`config.mk`:
```
export PLATFORM = sky130hd
export DESIGN_NAME = smc_rank_sum_flat
export DESIGN_NICKNAME = d
export VERILOG_FILES = /design/src/rtl/smc_pkg.sv /design/src/rtl/smc_rank_sum_if.sv /design/src/rtl/smc_const_div.sv /design/src/rtl/smc_rank_sum.sv /design/src/flat_wrapper.sv
export SDC_FILE = /design/constraint.sdc
export NUM_CORES = 1
export LEC_CHECK = 0
export ABC_CLOCK_PERIOD_IN_PS = 4900
export CORE_MARGIN = 1.5
export CORE_UTILIZATION = 54
export DETAILED_ROUTE_END_ITERATION = 12
export GPL_TIMING_DRIVEN = 0
export HOLD_SLACK_MARGIN = 0.08
export PLACE_DENSITY = 0.74
export REMOVE_ABC_BUFFERS = 1
export SYNTH_ARGS = -nofsm -noshare
export SYNTH_HDL_FRONTEND = slang
export SYNTH_SLANG_ARGS = --single-unit
```
`constraint.sdc`:
```
create_clock -name clk -period 4.9 [get_ports clk]
set_input_delay 1.225 -clock clk [delete_from_list [all_inputs] [get_ports clk]]
set_output_delay 1.225 -clock clk [all_outputs]
set_load 0.02 [all_outputs]
```
`src/rtl/smc_pkg.sv`:
```
// smc_pkg: shared state encoding, widths and weighting/division constants for smc_rank_sum.
package smc_pkg;
    typedef enum logic [2:0] {S_IDLE, S_LOAD, S_SUM, S_DIV, S_OUT} state_t;
    localparam int SMC_DW = 10;
    localparam int SUM_W = 14;
    localparam logic [SUM_W-1:0] W_ID_A = 14'd3;
    localparam logic [SUM_W-1:0] W_ID_B = 14'd4;
    localparam logic [SUM_W-1:0] W_ID_C = 14'd5;
    localparam logic [SUM_W-1:0] W_GM = 14'd1;
    localparam logic [3:0] DIV_ID = 4'd12;
    localparam logic [3:0] DIV_GM = 4'd3;
    localparam logic [SUM_W-1:0] RND_ID = 14'd6;
    localparam logic [SUM_W-1:0] RND_GM = 14'd1;
endpackage

```
`src/rtl/smc_rank_sum_if.sv`:
```
// smc_rank_sum_if: input beat stream and result pulse of smc_rank_sum.
interface smc_rank_sum_if #(parameter int DW = 10);
    logic in_valid;
    logic in_ready;
    logic [DW-1:0] in_data;
    logic [1:0] in_mode;
    logic out_valid;
    logic [DW-1:0] out_data;
    modport master(output in_valid, in_data, in_mode, input in_ready, out_valid, out_data);
    modport slave(input in_valid, in_data, in_mode, output in_ready, out_valid, out_data);
endinterface

```
`src/rtl/smc_const_div.sv`:
```
// smc_const_div: restoring divider, one quotient bit per cycle for SUM_W cycles after start.
module smc_const_div
    import smc_pkg::*;
#(
    parameter int QW = 10
) (
    input  logic             clk,
    input  logic             rst_n,
    input  logic             start,
    input  logic [SUM_W-1:0] dividend,
    input  logic [3:0]       divisor,
    output logic             done,
    output logic [QW-1:0]    quotient
);
    logic [SUM_W-1:0] q, q_nx;
    logic [3:0] rem, rem_nx, dvs, cnt;
    logic [4:0] rem_sh;
    logic fits;
    assign rem_sh = {rem, q[SUM_W-1]};
    assign fits = rem_sh >= {1'b0, dvs};
    assign rem_nx = fits ? 4'(rem_sh - {1'b0, dvs}) : rem_sh[3:0];
    assign q_nx = {q[SUM_W-2:0], fits};
    // done flags the final step so the caller can capture the finished quotient on that edge
    assign done = cnt == 4'd1;
    assign quotient = q_nx[QW-1:0];
    always_ff @(posedge clk or negedge rst_n) begin
        if (!rst_n) begin
            q <= '0;
            rem <= '0;
            dvs <= '0;
            cnt <= '0;
        end else if (start) begin
            q <= dividend;
            rem <= '0;
            dvs <= divisor;
            cnt <= 4'(SUM_W);
        end else if (cnt != 4'd0) begin
            q <= q_nx;
            rem <= rem_nx;
            cnt <= cnt - 4'd1;
        end
    end
endmodule

```
`src/rtl/smc_rank_sum.sv`:
```
// smc_rank_sum: sorts a frame of results, weights the top/bottom three and divides by a constant.
// Define SMC_ROUND_EN to round half-up instead of truncating the quotient.
module smc_rank_sum
    import smc_pkg::*;
#(
    parameter int N_IN = 6,
    parameter int DW = SMC_DW
) (
    input logic clk,
    input logic rst_n,
    smc_rank_sum_if.slave bus
);
    localparam int CW = $clog2(N_IN + 1);
    state_t state, state_nx;
    logic [CW-1:0] count;
    logic [1:0] mode;
    logic [DW-1:0] arr [N_IN];
    logic [DW-1:0] arr_nx [N_IN];
    logic [N_IN-1:0] ge;
    logic take, last, done;
    logic [DW-1:0] a, b, c, quot;
    logic [SUM_W-1:0] sum, rnd;
    assign bus.in_ready = (state == S_IDLE) || (state == S_LOAD);
    assign bus.out_valid = state == S_OUT;
    assign take = bus.in_valid && bus.in_ready;
    assign last = count == CW'(N_IN - 1);
    // ge is a contiguous prefix because arr is descending; the new beat lands just after it
    for (genvar i = 0; i < N_IN; i++) begin : g_ins
        assign ge[i] = (CW'(i) < count) && (arr[i] >= bus.in_data);
        if (i == 0) begin : g_first
            assign arr_nx[i] = ge[i] ? arr[i] : bus.in_data;
        end else begin : g_rest
            assign arr_nx[i] = ge[i] ? arr[i] : ge[i-1] ? bus.in_data : arr[i-1];
        end
    end
    assign a = mode[1] ? arr[0] : arr[N_IN-3];
    assign b = mode[1] ? arr[1] : arr[N_IN-2];
    assign c = mode[1] ? arr[2] : arr[N_IN-1];
`ifdef SMC_ROUND_EN
    assign rnd = mode[0] ? RND_ID : RND_GM;
`else
    assign rnd = '0;
`endif
    assign sum = (mode[0] ? W_ID_A : W_GM) * SUM_W'(a) + (mode[0] ? W_ID_B : W_GM) * SUM_W'(b)
               + (mode[0] ? W_ID_C : W_GM) * SUM_W'(c) + rnd;
    smc_const_div #(.QW(DW)) u_div (
        .clk      (clk),
        .rst_n    (rst_n),
        .start    (state == S_SUM),
        .dividend (sum),
        .divisor  (mode[0] ? DIV_ID : DIV_GM),
        .done     (done),
        .quotient (quot)
    );
    always_comb begin
        state_nx = state;
        case (state)
            S_IDLE: state_nx = take ? S_LOAD : S_IDLE;
            S_LOAD: state_nx = (take && last) ? S_SUM : S_LOAD;
            S_SUM: state_nx = S_DIV;
            S_DIV: state_nx = done ? S_OUT : S_DIV;
            default: state_nx = S_IDLE;
        endcase
    end
    always_ff @(posedge clk or negedge rst_n) begin
        if (!rst_n) state <= S_IDLE;
        else state <= state_nx;
    end
    always_ff @(posedge clk or negedge rst_n) begin
        if (!rst_n) begin
            count <= '0;
            mode <= '0;
            bus.out_data <= '0;
            for (int k = 0; k < N_IN; k++) arr[k] <= '0;
        end else begin
            if (take) begin
                arr <= arr_nx;
                count <= last ? '0 : count + CW'(1);
            end
            if (take && state == S_IDLE) mode <= bus.in_mode;
            if (state == S_DIV && done) bus.out_data <= quot;
        end
    end
endmodule

```
`src/flat_wrapper.sv`:
```
// flat-port wrapper written by rule: the top's interface ports become plain ports
module smc_rank_sum_flat import smc_pkg::*;
#(
    parameter int N_IN = 6,
    parameter int DW = SMC_DW
)
  (clk, rst_n, bus_in_valid, bus_in_data, bus_in_mode, bus_in_ready, bus_out_valid, bus_out_data);
  smc_rank_sum_if #(.DW(DW)) bus_i ();
  input logic clk;
  input logic rst_n;
  input wire logic [$bits(bus_i.in_valid)-1:0] bus_in_valid;
  input wire logic [$bits(bus_i.in_data)-1:0] bus_in_data;
  input wire logic [$bits(bus_i.in_mode)-1:0] bus_in_mode;
  output wire logic [$bits(bus_i.in_ready)-1:0] bus_in_ready;
  output wire logic [$bits(bus_i.out_valid)-1:0] bus_out_valid;
  output wire logic [$bits(bus_i.out_data)-1:0] bus_out_data;
  assign bus_i.in_valid = bus_in_valid;
  assign bus_i.in_data = bus_in_data;
  assign bus_i.in_mode = bus_in_mode;
  assign bus_in_ready = bus_i.in_ready;
  assign bus_out_valid = bus_i.out_valid;
  assign bus_out_data = bus_i.out_data;
  smc_rank_sum #(.N_IN(N_IN), .DW(DW)) u_core (.clk(clk), .rst_n(rst_n), .bus(bus_i));
endmodule
```
==> flow_metrics.env <==
export IMPL_synth_compound_area_frac=0.1231
export IMPL_required_ps=5150
export IMPL_combinationalPowerShare=0.046
export IMPL_cts_root_buf="clkbuf_16"
export IMPL_synth_edf_count=0
export IMPL_fp_dieH_um=126.9
export IMPL_finalWeightedCongestion=0.8368
export IMPL_irDropWorstVdd_mv=0.1551
export IMPL_cp_common_cell="fa_1"
export IMPL_critPathKind="flop to flop"
export IMPL_synthTopCellsByArea="dfrtp_1 (31%), ha_1 (16%), fa_1 (9.2%), mux2i_1 (5.8%), mux2_2 (5.2%)"
export IMPL_grt_start_max_net_pins=53
export IMPL_worstSetupEndpoint="u_core.u_div.q[12]"
export IMPL_boundaryPins=27
export IMPL_final_cell_area_um2=9238
export IMPL_diodes=0
export IMPL_die_area_um2=16120
export IMPL_hold_class="flop to flop"
export IMPL_relSlewSlack=0.06394
export IMPL_crit_slowest_cell="dfrtp_4"
export IMPL_finalHoldViolCount=0
export IMPL_period_minus_slack_ps=4678
export IMPL_power_internal_mw=1.319
export IMPL_core_um2=15090
export IMPL_clkPwrFrac=0.459
export IMPL_grt_pass1_vias=6274
export IMPL_worstPathMaxFanout=8
export IMPL_crit_start="u_core.mode[1]"
export IMPL_ys_warn_count=0
export IMPL_synth_top_family_by_area="adder cells"
export IMPL_grt_pass1_wl_um=30760
export IMPL_start_util=0.5498
export IMPL_antenna_found_initial=0
export IMPL_critPathLaunchType="flop"
export IMPL_slew_violations=0
export IMPL_r2r_end="u_core.u_div.q[12]"
export IMPL_synth_seq_area_share=0.3077
export IMPL_r2r_cells=16
export IMPL_drt_wl_total_um=18210
export IMPL_synth_seq_cells=102
export IMPL_powerDensity_nw_per_um2=184.0
export IMPL_setup_viol=0
export IMPL_insertion_delay_ps=360
export IMPL_maxCapViolations=0
export IMPL_placementRows=45
export IMPL_post_drt_via_cell_ratio=5.731
export IMPL_areaGrowthSynthToFinish_pct=11.36
export IMPL_dpl_cell_area_um2=8727
export IMPL_vias=6344
export IMPL_wl_per_cell_um=16.45
export IMPL_drt_first_pass_iters=6
export IMPL_synthAdderAreaFrac=0.2516
export IMPL_drive_gt1_frac=0.1001
export IMPL_cts_tree="done"
export IMPL_cts_made_buffers=9
export IMPL_final_util=0.6122
export IMPL_sequentialPowerShare=0.495
export IMPL_synth_ff_type="dfrtp_1"
export IMPL_fin_skew_ps=5.332
export IMPL_ant_nets=0
export IMPL_cts_sinks=102
export IMPL_slowest_delay_ps=540
export IMPL_gr_total_overflow=0
export IMPL_switching_power_mw=0.3809
export IMPL_cp_end_kind="flop"
export IMPL_netSwitchingFraction=0.2241
export IMPL_synthSimpleGateAreaFrac=0.1370
export IMPL_power_leakage_nw=4.717
export IMPL_synth_area_per_cell_um2=9.269
export IMPL_clk_pin_slew_ps=70
export IMPL_clock_fmax_ghz=0.2138
export IMPL_dieWidth_um=126.9
export IMPL_reg2reg_from="u_core.mode[1]"
export IMPL_async_reset_ff_frac=1.000
export IMPL_nets=1073
export IMPL_cts_buffer_depth=2
export IMPL_holdBufCountCts=0
export IMPL_synthXorXnorAreaFrac=0.009502
export IMPL_drtIter0Drc=373
export IMPL_synth_area_um2=8295
export IMPL_synth_top_area_cell="dfrtp_1"
export IMPL_outcome="finished, final reports clean"
export IMPL_period_share=0.9548
export IMPL_gr_usage_all_layers=0.2404
export IMPL_synth_common_cells="ha_1 (106), dfrtp_1 (102), nand2_1 (102)"
export IMPL_netlist_instances=895
export IMPL_tightest_slew_ps=1404
export IMPL_portBuffers=26
export IMPL_yosysMostFrequentCell="ha_1"
export IMPL_dpl_hpwl_um=13080
export IMPL_drc=0
export IMPL_timing_reg2reg_setup_slack_ps=220
export IMPL_crit_chain="buf_4 > buf_4 > mux2_2 > and2_1 > ha_1 > fa_1 > fa_1 > inv_1 > fa_1 > inv_1 > ha_4 > a211o_1 > o21ai_2 > a21oi_2 > or3_1 > a31o_2"
export IMPL_htree_levels=3
export IMPL_synth_cell_types=45
export IMPL_synth_top_area_frac=0.3077
export IMPL_synth_mux_area_fraction=0.1122
export IMPL_worstPathArrival_ps=4930
[repair_timing]
item,CTS,global route
setup endpoints to repair,7,4
resized for setup,2,16
setup buffers,1,11
pin swaps,0,6
[worst max-delay path, delay by kind of cell (launching register included)]
kind,cells,cell delay (ps)
fa+ha+maj,5,2080
compound gates,4,780
flops,1,540
simple gates,2,470
buf+inv,4,420
mux,1,290
[cell type report]
class	instances	area (um2)
fillers	1283	5852
multi-input cells	669	5360
flip-flops and latches	102	2557
repair buffers	44	439.2
inverters	88	330.3
well taps	188	235.2
clock buffers	11	232.7
clock inverters	5	82.58
[cells by family (layout without fill, tap and decap cells)]
logic type               after synthesis  after routing
AND/OR/NAND/NOR                      252            252
AO/OA/AOI/OAI                        176            176
adder cells (fa/ha/maj)              144            144
buffers and inverters                124            148
flip-flops                           102            102
multiplexers                          88             88
XOR/XNOR                               9              9
[metal layers]
metal | share of wire | routed length [um] | global-route usage
met1 | 0.46 | 8393 | 0.3241
met2 | 0.48 | 8656 | 0.3948
met3 | 0.030 | 550 | 0.02573
met4 | 0.033 | 606 | 0.1049
met5 | 0 | 0 | 0
[state kept, by name (all words and copies together) (netlist names)]
signal               count
u_core.arr              60
u_core.bus.out_data     10
u_core.count             3
u_core.mode              2
u_core.state             3
u_core.u_div.cnt         4
u_core.u_div.dvs         2
u_core.u_div.q          14
u_core.u_div.rem         4
[worst min-delay path by stage]
stage                      startpoint                      to  slack (ps)  cells past startpoint
2_1_floorplan       u_core.u_div.q[4]  u_core.bus.out_data[5]         460                      2
3_3_place_gp   u_core.bus.out_data[5]  u_core.bus.out_data[5]         460                      2
3_5_place_dp   u_core.bus.out_data[5]  u_core.bus.out_data[5]         460                      2
4_1_cts        u_core.bus.out_data[5]  u_core.bus.out_data[5]         480                      2
5_1_grt        u_core.bus.out_data[5]  u_core.bus.out_data[5]         500                      2
6_report       u_core.bus.out_data[2]  u_core.bus.out_data[2]         470                      2
[power by group through the flow]
stage	sequential (mW)	clock, mW	combinational, mW
after floorplan	0.858	0	0.0295
after global placement	0.858	0	0.0727
after detailed placement	0.858	0	0.0773
after CTS	0.841	0.792	0.0783
after global routing	0.841	0.828	0.0878
final	0.841	0.781	0.0774
[cells in the final DEF (no fill, tap or decap), types with 6 or more instances in the layout]
cell type / netlist / final
fa_1: 38 / 38
a211oi_1: 8 / 7
clkbuf_16: 0 / 9
nand3_1: 10 / 10
or3_1: 6 / 6
a21oi_1: 71 / 68
xnor2_1: 6 / 6
nor4_1: 6 / 6
nand2b_1: 7 / 7
o21ai_0: 56 / 54
o211ai_1: 7 / 7
dfrtp_1: 102 / 100
buf_4: 3 / 12
nand2_1: 102 / 102
and2_1: 22 / 22
mux2i_1: 48 / 43
ha_1: 106 / 104
nor2b_1: 13 / 13
nor2_1: 68 / 68
a21o_1: 7 / 7
inv_1: 87 / 87
mux2_2: 38 / 38
clkdlybuf4s50_1: 0 / 25
a31oi_1: 6 / 6
[stage by stage]
| stage | setup TNS (ps) | power (mW) | worst slack, ps | cells | hold slack [ps] |
|---|---|---|---|---|---|
| finish | 0 | 1.699 | 221.7 | 1107 | 472.2 |
| CTS | 0 | 1.711 | 34.64 | 1095 | 477.8 |
| global route | -12.86 | 1.757 | -8.837 | 1107 | 504.6 |
| global placement | -152060 | 0.9308 | -1439 | 1073 | 460.9 |
| detailed placement | -1096 | 0.9350 | -291.0 | 1078 | 461.1 |
| floorplan | -145.6 | 0.8874 | -78.49 | 859 | 460.0 |
Note: power is estimated with default switching activity, not from simulation.
